==> config.mk <==
export PLATFORM = sky130hd
export DESIGN_NAME = elevator_ctrl
export DESIGN_NICKNAME = d
export VERILOG_FILES = /design/src/rtl/elevator_ctrl.sv
export SDC_FILE = /design/constraint.sdc
export NUM_CORES = 1
export LEC_CHECK = 0
export CAP_MARGIN = 20
export CORE_UTILIZATION = 40
export CTS_CLUSTER_SIZE = 14
export DETAILED_ROUTE_END_ITERATION = 7
export GPL_TIMING_DRIVEN = 0
export PLACE_DENSITY = 0.81
export SYNTH_ARGS = -nofsm -noshare
export SYNTH_HDL_FRONTEND = slang
export SYNTH_SLANG_ARGS = --single-unit
==> constraint.sdc <==
create_clock -name clk -period 2.75 [get_ports clk]
set_input_delay 0.55 -clock clk [delete_from_list [all_inputs] [get_ports clk]]
set_output_delay 0.55 -clock clk [all_outputs]
set_load 0.01 [all_outputs]
==> src/rtl/elevator_ctrl.sv <==
// Collective (SCAN) elevator control FSM: door hold, per-floor travel timing and single-cycle
// step pulses for the elevator datapath. All outputs come straight from state registers.
module elevator_ctrl #(
  parameter int N           = 10,
  parameter int DOOR_CYCLES = 8,
  parameter int MOVE_CYCLES = 4
) (
  input  logic         clk,
  input  logic         rst_n,
  input  logic [N-1:0] floor,
  input  logic         request_i,
  input  logic         request_j_gt_i,
  input  logic         request_j_lt_i,
  input  logic         door_blocked,
  output logic         up,
  output logic         down,
  output logic         open,
  output logic         moving,
  output logic         dir_up
);

  localparam int MAX_CYCLES = (DOOR_CYCLES > MOVE_CYCLES) ? DOOR_CYCLES : MOVE_CYCLES;
  localparam int TW         = (MAX_CYCLES > 1) ? $clog2(MAX_CYCLES) : 1;
  localparam logic [TW-1:0] DOOR_LOAD = TW'(DOOR_CYCLES - 1);
  localparam logic [TW-1:0] MOVE_LOAD = TW'(MOVE_CYCLES - 1);
  localparam logic [N-1:0]  TOP_FLOOR = {1'b1, {(N-1){1'b0}}};

  typedef enum logic [2:0] {
    S_IDLE,
    S_OPEN,
    S_TRAVEL,
    S_STEP,
    S_CHECK
  } state_t;

  state_t        r_state,  w_state_nxt;
  logic [TW-1:0] r_timer,  w_timer_nxt;
  logic          r_dir_up, w_dir_up_nxt;
  logic          r_up,     w_up_nxt;
  logic          r_down,   w_down_nxt;

  logic w_ahead;
  logic w_behind;
  logic w_at_end;

  assign w_ahead  = r_dir_up ? request_j_gt_i : request_j_lt_i;
  assign w_behind = r_dir_up ? request_j_lt_i : request_j_gt_i;
  // Top-end test treats any floor code at or above the top one-hot as "at the top", so a
  // corrupted floor vector can never let the car be stepped past the shaft end.
  assign w_at_end = r_dir_up ? (floor >= TOP_FLOOR) : floor[0];

  always_comb begin
    // NOTE: every signal written here gets a default first so no path can infer a latch.
    w_state_nxt  = r_state;
    w_timer_nxt  = r_timer;
    w_dir_up_nxt = r_dir_up;
    w_up_nxt     = 1'b0;
    w_down_nxt   = 1'b0;

    unique case (r_state)
      S_IDLE: begin
        if (request_i) begin
          w_state_nxt = S_OPEN;
          w_timer_nxt = DOOR_LOAD;
        end else if (w_ahead) begin
          w_state_nxt = S_TRAVEL;
          w_timer_nxt = MOVE_LOAD;
        end else if (w_behind) begin
          w_state_nxt  = S_TRAVEL;
          w_timer_nxt  = MOVE_LOAD;
          w_dir_up_nxt = ~r_dir_up;
        end
      end

      S_OPEN: begin
        if (door_blocked) begin
          w_timer_nxt = DOOR_LOAD;
        end else if (r_timer == '0) begin
          w_state_nxt = S_IDLE;
        end else begin
          w_timer_nxt = r_timer - TW'(1);
        end
      end

      S_TRAVEL: begin
        if (r_timer == '0) begin
          w_state_nxt = S_STEP;
          // Step pulse is registered on entry to STEP; at the shaft end it is replaced by a reversal.
          if (w_at_end) begin
            w_dir_up_nxt = ~r_dir_up;
          end else begin
            w_up_nxt   = r_dir_up;
            w_down_nxt = ~r_dir_up;
          end
        end else begin
          w_timer_nxt = r_timer - TW'(1);
        end
      end

      S_STEP: begin
        w_state_nxt = S_CHECK;
      end

      S_CHECK: begin
        if (request_i) begin
          w_state_nxt = S_OPEN;
          w_timer_nxt = DOOR_LOAD;
        end else if (w_ahead) begin
          w_state_nxt = S_TRAVEL;
          w_timer_nxt = MOVE_LOAD;
        end else begin
          w_state_nxt = S_IDLE;
        end
      end

      default: begin
        w_state_nxt = S_IDLE;
      end
    endcase
  end

  // NOTE: sequential state uses non-blocking assignments so all registers update together.
  always_ff @(posedge clk or negedge rst_n) begin
    if (!rst_n) begin
      r_state  <= S_IDLE;
      r_timer  <= '0;
      r_dir_up <= 1'b1;
      r_up     <= 1'b0;
      r_down   <= 1'b0;
    end else begin
      r_state  <= w_state_nxt;
      r_timer  <= w_timer_nxt;
      r_dir_up <= w_dir_up_nxt;
      r_up     <= w_up_nxt;
      r_down   <= w_down_nxt;
    end
  end

  assign up     = r_up;
  assign down   = r_down;
  assign open   = (r_state == S_OPEN);
  assign moving = (r_state == S_TRAVEL) || (r_state == S_STEP);
  assign dir_up = r_dir_up;

endmodule

==> results of run 1 <==
[per-stage QoR]
step	cells	utilization, %	total power [mW]	hold WS, ps
after floorplan	76	-	0.560	254
after global placement	104	52.3	0.673	475
after detailed placement	104	52.3	0.685	478
after CTS	108	54.0	0.795	486
after global routing	108	54.0	0.860	513
final	108	54.0	0.795	490
[sequential cells by signal (all words and copies together) (netlist names)]
signal and flops:
dir_up 1, down 1, r_state 3, r_timer 3
up 1
[power by group]
part | switching [mW] | internal (mW) | leakage [nW]
combinational | 0.232 | 0.234 | 0.224
clock | 0.0522 | 0.0562 | 0.0150
sequential | 0.0390 | 0.182 | 0.108
total | 0.323 | 0.472 | 0.346
[layout make-up]
type | instances | area (um^2) | area share, %
Tap cell | 16 | 20.0 | 2.43
Clock buffer | 4 | 26.3 | 3.19
Sequential cell | 9 | 226 | 27.5
Timing Repair Buffer | 12 | 120 | 14.6
Multi-Input combinational cell | 55 | 369 | 44.8
Inverter | 7 | 26.3 | 3.19
Buffer | 5 | 35.0 | 4.26
[final timing paths]
| kind | cells after the start | slack (ps) | endpoint | startpoint |
|---|---|---|---|---|
| min | 1 | 490 | r_timer[0] | r_timer[0] |
| max in group asynchronous | 1 | 1840 | dir_up | rst_n |
| max | 4 | 440 | open | r_state[0] |
| min in group asynchronous | 1 | 570 | r_timer[2] | rst_n |
| min reg2reg | 1 | 490 | r_timer[0] | r_timer[0] |
| max reg2reg | 5 | 1040 | r_timer[2] | dir_up |
[layer usage]
layer	up-vias	share of wire, %	track usage [%]
li1	297	-	-
met1	274	48	23.4
met2	20	43	25.2
met3	5	6.2	6.03
met4	0	3.4	13.1
met5	-	0	0
[cell usage in the layout (no fill, tap or decap), drive strengths merged]
cell type,n
a21oi,5
dfstp,1
buf,4
ha,3
nand2,5
or3,2
nor2b,4
xnor2,1
mux2,1
a221o,1
nand3,1
a31o,1
nor3,5
mux2i,2
a31oi,3
o21ai,4
clkdlybuf4s50,12
clkbuf,5
dfrtp,8
inv,7
o31ai,1
o21a,1
nor4,2
and2,1
a211oi,1
o31a,1
nor2,7
nor3b,3
[logic make-up after synthesis]
logic type / count (synthesis) / share of synthesized area (%)
flip-flops: 9 / 34.5
AO/OA/AOI/OAI: 18 / 17.3
XOR/XNOR: 1 / 1.33
buffers and inverters: 12 / 9.33
AND/OR/NAND/NOR: 30 / 26.5
adder cells (fa/ha/maj): 3 / 5.71
multiplexers: 3 / 5.33
==> run_results.csv, run 1 <==
group,metric,value,unit
die,die_w,42.5,um
min_path,hold_path.class,"reg2reg",
yosys,async_reset_ff_share,100,%
clock_network,cts_inserted_buffers,3,
placed_design,dp_hpwl,1020,um
routing,first_iter_violations,12,
yosys,ys_top_cells_by_count,"dfrtp_1 (8), inv_1 (7), nor2_1 (7)",
setup_path,slowest_stage,"clkdlybuf4s50_1",
die,die-area,1810,um^2
die,ioPinCount,21,
timing,setup_viol,0,
setup_path,max_stage_delay,560,ps
routing,dr.pass1.iters,4,
pwr,pwr_density_cell,965,nW/um^2
clock_network,clock_latency,270,ps
clock_network,clockBufferDepth,2,
layout,syn_to_final_growth,25.3,%
timing,finClkSkew,6.90,ps
global_routing,grt_max_degree,11,
timing,tns,0,ps
placed_design,dp_slack,471,ps
global_routing,grt_pass1_wl,2380,um
yosys,synth.avg_cell_area,8.64,um^2
setup_path,cp_max_fo,10,
timing,drv_slew,0,
yosys,synth_area,657,um^2
timing,worstMarginPinSlew,419,ps
placed_design,gp_congestion,0.844,
yosys,syn_inst,76,
setup_path,end_kind,"output port",
clock_network,numClockSinks,9,
yosys,ys_ff_latch,9,
yosys,ys_types,31,
clock_network,ctsResizeCount,0,
run_status,status,"complete, no violations",
layout,fin_area,823,um^2
clock_network,hold_buffers,0,
die,die_y,42.5,um
setup_path,cp.required,2200,ps
global_routing,antenna_found_initial,0,
global_routing,grt.overflow.total,0,
yosys,synth_warnings,0,
timing,rsz0062_at_grt,"false",
setup_path,crit_chain,"buf_4 > inv_1 > nor3_1 > clkdlybuf4s50_1",
routing,via_count,596,
timing,slew-limit-headroom,72.0,%
routing,drc,0,
routing,ant_nets,0,
yosys,syn_nets,95,
timing,post-route-period-util,84.0,%
routing,viasPerCell,5.52,
clock_network,path_clk_slew,70,ps
routing,totalWireLength,1390,um
placed_design,io_buffers,12,
yosys,synth_top_flop_cell,"dfrtp_1",
die,start_util,43.1,%
clock_network,cts_setup_buffers,0,
routing,drt-wirelength-per-cell,12.8,um
yosys,ys_seq_area_share,34.5,%
placed_design,placed_area,797,um^2
setup_path,critical_path_arrival,1760,ps
die,row_count,14,
setup_path,cp_top_family,"buffers and inverters",
timing,finalHoldViolations,0,
pwr,cellLeakagePower,0.346,nW
job,drv_cap,0,
timing,fmax,0.433,GHz
clock_network,cts_tree,"yes",
layout,layout-drive-gt1-share,13.0,%
clock_network,htreeDepth,1,
setup_path,critPathKind,"reg2out",
timing,fin_crit,2310,ps
yosys,yosysTopAreaCell,"dfrtp_1",
yosys,yosysMostFrequentCell,"dfrtp_1",
die,coreArea,1520,um^2
layout,fin_nets,112,
yosys,synth_top_area_share,30.5,%
global_routing,grt_usage,18.2,%
setup_path,critPathBufInv,3,
layout,diodes,0,
global_routing,grt_pass1_vias,544,
timing,setup_slack,441,ps
clock_network,cts-root-buf,"clkbuf_4",
yosys,synth-edff-count,0,
layout,fillers,148,
setup_path,start_kind,"register",
pwr,ir_drop,0.425,mV
yosys,synth_area_leaders,"dfrtp_1 (30%), ha_1 (5.7%), dfstp_2 (4.0%)",
Power figures use the tool's default switching activity.
==> run 2: changes to the inputs <==
- PLACE_DENSITY: 0.81 -> 0.83
- clock period: 2.75 -> 1.95 ns (I/O delays scaled with it)
==> run 2 against run 1 <==
Compared with the run above: via count shrank 1.2%; critical endpoint is now moving; register-to-register slack lost 810 ps; clock-buffer cell count is the same; largest power group unchanged; worst hold slack lost 55 ps; worst setup slack lost 390 ps; clock power grew 29%; first-iteration DRC count shrank 33%; sequential power grew 43%; sequential share of layout area shrank 0.22 points; power grew 40%; die area is the same.
==> run_results.csv, run 2 (synthesis gave the netlist of run 1 again) <==
group,metric,value,unit
run_status,status,"complete, no violations",
die,row_count,14,
job,drv_cap,0,
setup_path,cp_top_family,"buffers and inverters",
min_path,hold_path.class,"in2async",
global_routing,grt_max_degree,11,
setup_path,crit-reg2reg-launch,"dir_up",
setup_path,startpoint,"r_state[2]",
global_routing,grt.overflow.total,0,
die,die_w,42.5,um
setup_path,end_kind,"output port",
pwr,pwr_density_cell,1340,nW/um^2
placed_design,dp_hpwl,949,um
timing,finalHoldViolations,0,
die,die-area,1810,um^2
setup_path,cp.required,1560,ps
layout,fin_nets,113,
placed_design,io_buffers,12,
timing,fmax,0.528,GHz
global_routing,grt_usage,15.7,%
die,die_y,42.5,um
pwr,cellLeakagePower,0.357,nW
timing,worstMarginPinSlew,409,ps
die,coreArea,1520,um^2
die,ioPinCount,21,
routing,drc,0,
setup_path,start_kind,"register",
pwr,ir_drop,0.636,mV
clock_network,cts_inserted_buffers,3,
setup_path,critPathKind,"reg2out",
timing,fin_crit,1890,ps
layout,layout_common_cells,"clkdlybuf4s50_1 (11), inv_1 (7), nor2_1 (7), dfrtp_1 (7)",
timing,slew-limit-headroom,72.6,%
clock_network,cts_tree,"yes",
routing,via_count,589,
layout,top_regs,"r_state (3), r_timer (3)",
global_routing,grt_pass1_vias,501,
timing,finClkSkew,0.230,ps
layout,syn_to_final_growth,27.0,%
pwr,p_total,1.11,mW
clock_network,hold_buffers,0,
routing,drt-wirelength-per-cell,11.9,um
clock_network,clock_latency,250,ps
clock_network,htreeDepth,1,
clock_network,clockBufferDepth,2,
routing,viasPerCell,5.40,
timing,post-route-period-util,97.2,%
setup_path,max_stage_delay,530,ps
setup_path,slowest_stage,"clkdlybuf4s50_1",
routing,dr.pass1.iters,3,
layout,final_common_cell,"clkdlybuf4s50_1",
setup_path,critPathBufInv,2,
routing,totalWireLength,1300,um
setup_path,cp_max_fo,7,
global_routing,grt_pass1_wl,2100,um
clock_network,numClockSinks,9,
die,start_util,43.1,%
setup_path,crit_chain,"nor2b_1 > buf_4 > clkdlybuf4s50_1",
placed_design,gp_congestion,0.826,
routing,first_iter_violations,8,
layout,fillers,139,
setup_path,critical_path_arrival,1500,ps
clock_network,path_clk_slew,60,ps
timing,whs,435,ps
layout,layout-drive-gt1-share,16.1,%
clock_network,cts-root-buf,"clkbuf_4",
routing,ant_nets,0,
timing,drv_slew,0,
layout,diodes,0,
timing,setup_viol,0,
global_routing,antenna_found_initial,0,
-- run 2: final cells by class --
cell class                      count  area (um^2)  share of cell area [%]
Buffer                              5         38.8                    4.65
Clock buffer                        4         26.3                    3.15
Sequential cell                     9          228                    27.3
Inverter                            7         26.3                    3.15
Multi-Input combinational cell     55          369                    44.2
Timing Repair Buffer               13          126                    15.1
Tap cell                           16         20.0                    2.40
-- run 2: repair_timing --
action / in CTS / in global routing
resized for setup: 3 / 2
endpoints found under the setup margin: 2 / 1
buffers inserted: 0 / 1
-- run 2: metrics by stage --
step | cell area [um^2] | instances | setup TNS (ps) | utilization [%] | worst slack (ps)
detailed placement | 797 | 104 | -151 | 52.3 | -137
finish | 835 | 109 | 0 | 54.8 | 55.1
CTS | 825 | 108 | 0 | 54.1 | 53.0
global route | 835 | 109 | -17.2 | 54.8 | -17.2
global placement | 797 | 104 | -153 | 52.3 | -149
floorplan | 657 | 76 | 0 | - | 301
-- run 2: worst reg2reg max path: stages, from the launching register on --
cell and delay [ps]:
dfstp_2 540, buf_6 120, mux2i_1 100, nor3b_1 150
or3_4 400, mux2_4 300
-- run 2: routing by layer --
metal	up-vias	track usage, %	share of wire (%)	routed length, um
met4	0	7.50	1.1	14
met1	280	19.6	47	610
met2	8	25.2	50	644
met3	2	3.88	2.3	30
li1	299	-	-	-
met5	-	0	0	0
-- run 2: final timing paths --
check / slack [ps] / cells after the start / endpoint
min in group clk: 490 / 1 / r_timer[0]
max in group asynchronous: 1190 / 1 / dir_up
worst max-delay path: 60 / 3 / moving
worst min-delay path: 430 / 1 / r_timer[2]
worst min register to register: 490 / 1 / r_timer[0]
worst max register to register: 230 / 5 / r_timer[2]
-- run 2: power by group --
group	internal [mW]	switching, mW	leakage [nW]
sequential	0.259	0.0563	0.107
combinational	0.333	0.327	0.235
clock	0.0786	0.0607	0.0150
==> run 3: changes to the inputs <==
- RECOVER_POWER: unset -> 25
==> run 3 against run 2 <==
Compared with the run above: clock skew stayed put; design area stayed put; register-to-register slack about the same; utilization unchanged; clock power barely moved; combinational power barely moved; critical path depth unchanged; routed wire length about the same; sequential share of layout area stayed put; highest routed layer unchanged; largest cell class unchanged; clock-buffer cell count unchanged; worst setup slack stayed put.
==> run_results.csv, run 3 (synthesis gave the netlist of run 1 again) <==
group,metric,value,unit
layout,instances_no_fill,109,
clock_network,clock_latency,250,ps
die,coreArea,1520,um^2
routing,first_iter_violations,8,
global_routing,grt_pass1_vias,501,
routing,viasPerCell,5.40,
die,row_count,14,
global_routing,grt_max_degree,11,
routing,drt-wirelength-per-cell,11.9,um
run_status,status,"complete, no violations",
clock_network,cts_inserted_buffers,3,
die,die_y,42.5,um
clock_network,clockBufferDepth,2,
global_routing,grt_pass1_wl,2100,um
die,die_w,42.5,um
setup_path,rr_worst_depth,5,
layout,fin_nets,113,
setup_path,cp_max_fo,7,
pwr,cellLeakagePower,0.357,nW
clock_network,hold_buffers,0,
timing,finalHoldViolations,0,
timing,worstMarginPinSlew,414,ps
setup_path,r2r_end,"r_timer[2]",
timing,tns,0,ps
pwr,ir_drop,0.636,mV
timing,slew-limit-headroom,72.3,%
timing,fmax,0.528,GHz
die,die-area,1810,um^2
layout,postLayoutCoreUtil,54.8,%
placed_design,dp_hpwl,949,um
min_path,hold_path.class,"reg2reg",
setup_path,crit_chain,"nor2b_1 > buf_4 > clkdlybuf4s50_1",
layout,syn_to_final_growth,27.0,%
global_routing,antenna_found_initial,0,
routing,dr.pass1.iters,3,
placed_design,gp_congestion,0.826,
setup_path,startpoint,"r_state[2]",
pwr,p_total,1.11,mW
min_path,holdCritStartpoint,"r_timer[0]",
setup_path,rrSetupSlack,230,ps
setup_path,cp.required,1560,ps
layout,fin_area,835,um^2
layout,layout_common_cells,"clkdlybuf4s50_1 (10), inv_1 (7), nor2_1 (7), dfrtp_1 (7)",
pwr,pwr_density_cell,1330,nW/um^2
timing,setup_viol,0,
timing,post-route-period-util,97.2,%
die,ioPinCount,21,
setup_path,end_kind,"output port",
setup_path,max_stage_delay,530,ps
setup_path,critical_path_arrival,1500,ps
setup_path,slowest_stage,"clkdlybuf4s50_1",
layout,top_regs,"r_state (3), r_timer (3)",
placed_design,io_buffers,12,
clock_network,cts-root-buf,"clkbuf_4",
timing,fin_crit,1890,ps
setup_path,crit-reg2reg-launch,"dir_up",
layout,final_common_cell,"clkdlybuf4s50_1",
placed_design,placed_area,797,um^2
clock_network,cts_tree,"yes",
layout,layout-drive-gt1-share,16.1,%
layout,diodes,0,
timing,finClkSkew,0.230,ps
routing,ant_nets,0,
clock_network,numClockSinks,9,
routing,totalWireLength,1300,um
job,drv_cap,0,
die,start_util,43.1,%
global_routing,grt_usage,15.7,%
global_routing,grt.overflow.total,0,
clock_network,path_clk_slew,60,ps
placed_design,dp_cells,104,
setup_path,crit_end,"moving",
routing,via_count,589,
routing,drc,0,
setup_path,critPathKind,"reg2out",
clock_network,htreeDepth,1,
setup_path,start_kind,"register",
timing,drv_slew,0,
-- run 3: cell count changes in the layout (fill, tap and decap cells not counted), sizes merged --
cell and change:
dlygate4sd3 +1, clkdlybuf4s50 -1
-- run 3: where the power goes --
| part | internal (mW) | switching (mW) |
|---|---|---|
| sequential | 0.259 | 0.0563 |
| combinational | 0.332 | 0.327 |
| clock | 0.0786 | 0.0607 |
| total | 0.670 | 0.444 |
-- run 3: area by class of cell --
| cell class | count | area [um^2] |
|---|---|---|
| tap | 16 | 20.0 |
| clock buffer | 4 | 26.3 |
| buffer | 5 | 38.8 |
| timing repair buffer | 13 | 126 |
| fill | 139 | 689 |
| inverter | 7 | 26.3 |
| multi-input combinational | 55 | 369 |
| sequential | 9 | 228 |
-- run 3: repair_timing --
item                                    4_1_cts  5_1_grt
endpoints found under the setup margin        2        1
gates resized for setup                       3        2
setup buffers                                 0        1
-- run 3: worst max-delay path, delay by kind of cell (launching register included) --
kind | cells | cell delay, ps
buffers and inverters | 2 | 690
DFF | 1 | 410
and+or+nand+nor | 1 | 150
-- run 3: metrics by stage --
| stage | hold WS [ps] | worst slack [ps] |
|---|---|---|
| 2_1_floorplan | 94.4 | 301 |
| 3_3_place_gp | 468 | -149 |
| 3_5_place_dp | 486 | -137 |
| 4_1_cts | 450 | 53.0 |
| 5_1_grt | 513 | -17.2 |
| 6_report | 490 | 55.1 |
-- run 3: worst min path at each step --
| stage | endpoint | slack [ps] | cells after the start |
|---|---|---|---|
| finish | r_timer[0] | 490 | 1 |
| floorplan | down | 90 | 0 |
| CTS | r_state[1] | 450 | 1 |
| global placement | r_timer[0] | 470 | 1 |
| global route | r_timer[0] | 510 | 1 |
| detailed placement | r_timer[0] | 490 | 1 |
-- run 3: per-layer routing --
metal	global-route usage, %	wire, um	vias to the layer above
li1	-	-	299
met1	19.6	609	280
met2	25.2	644	8
met3	3.88	30	2
met4	7.50	14	0
met5	0	0	-
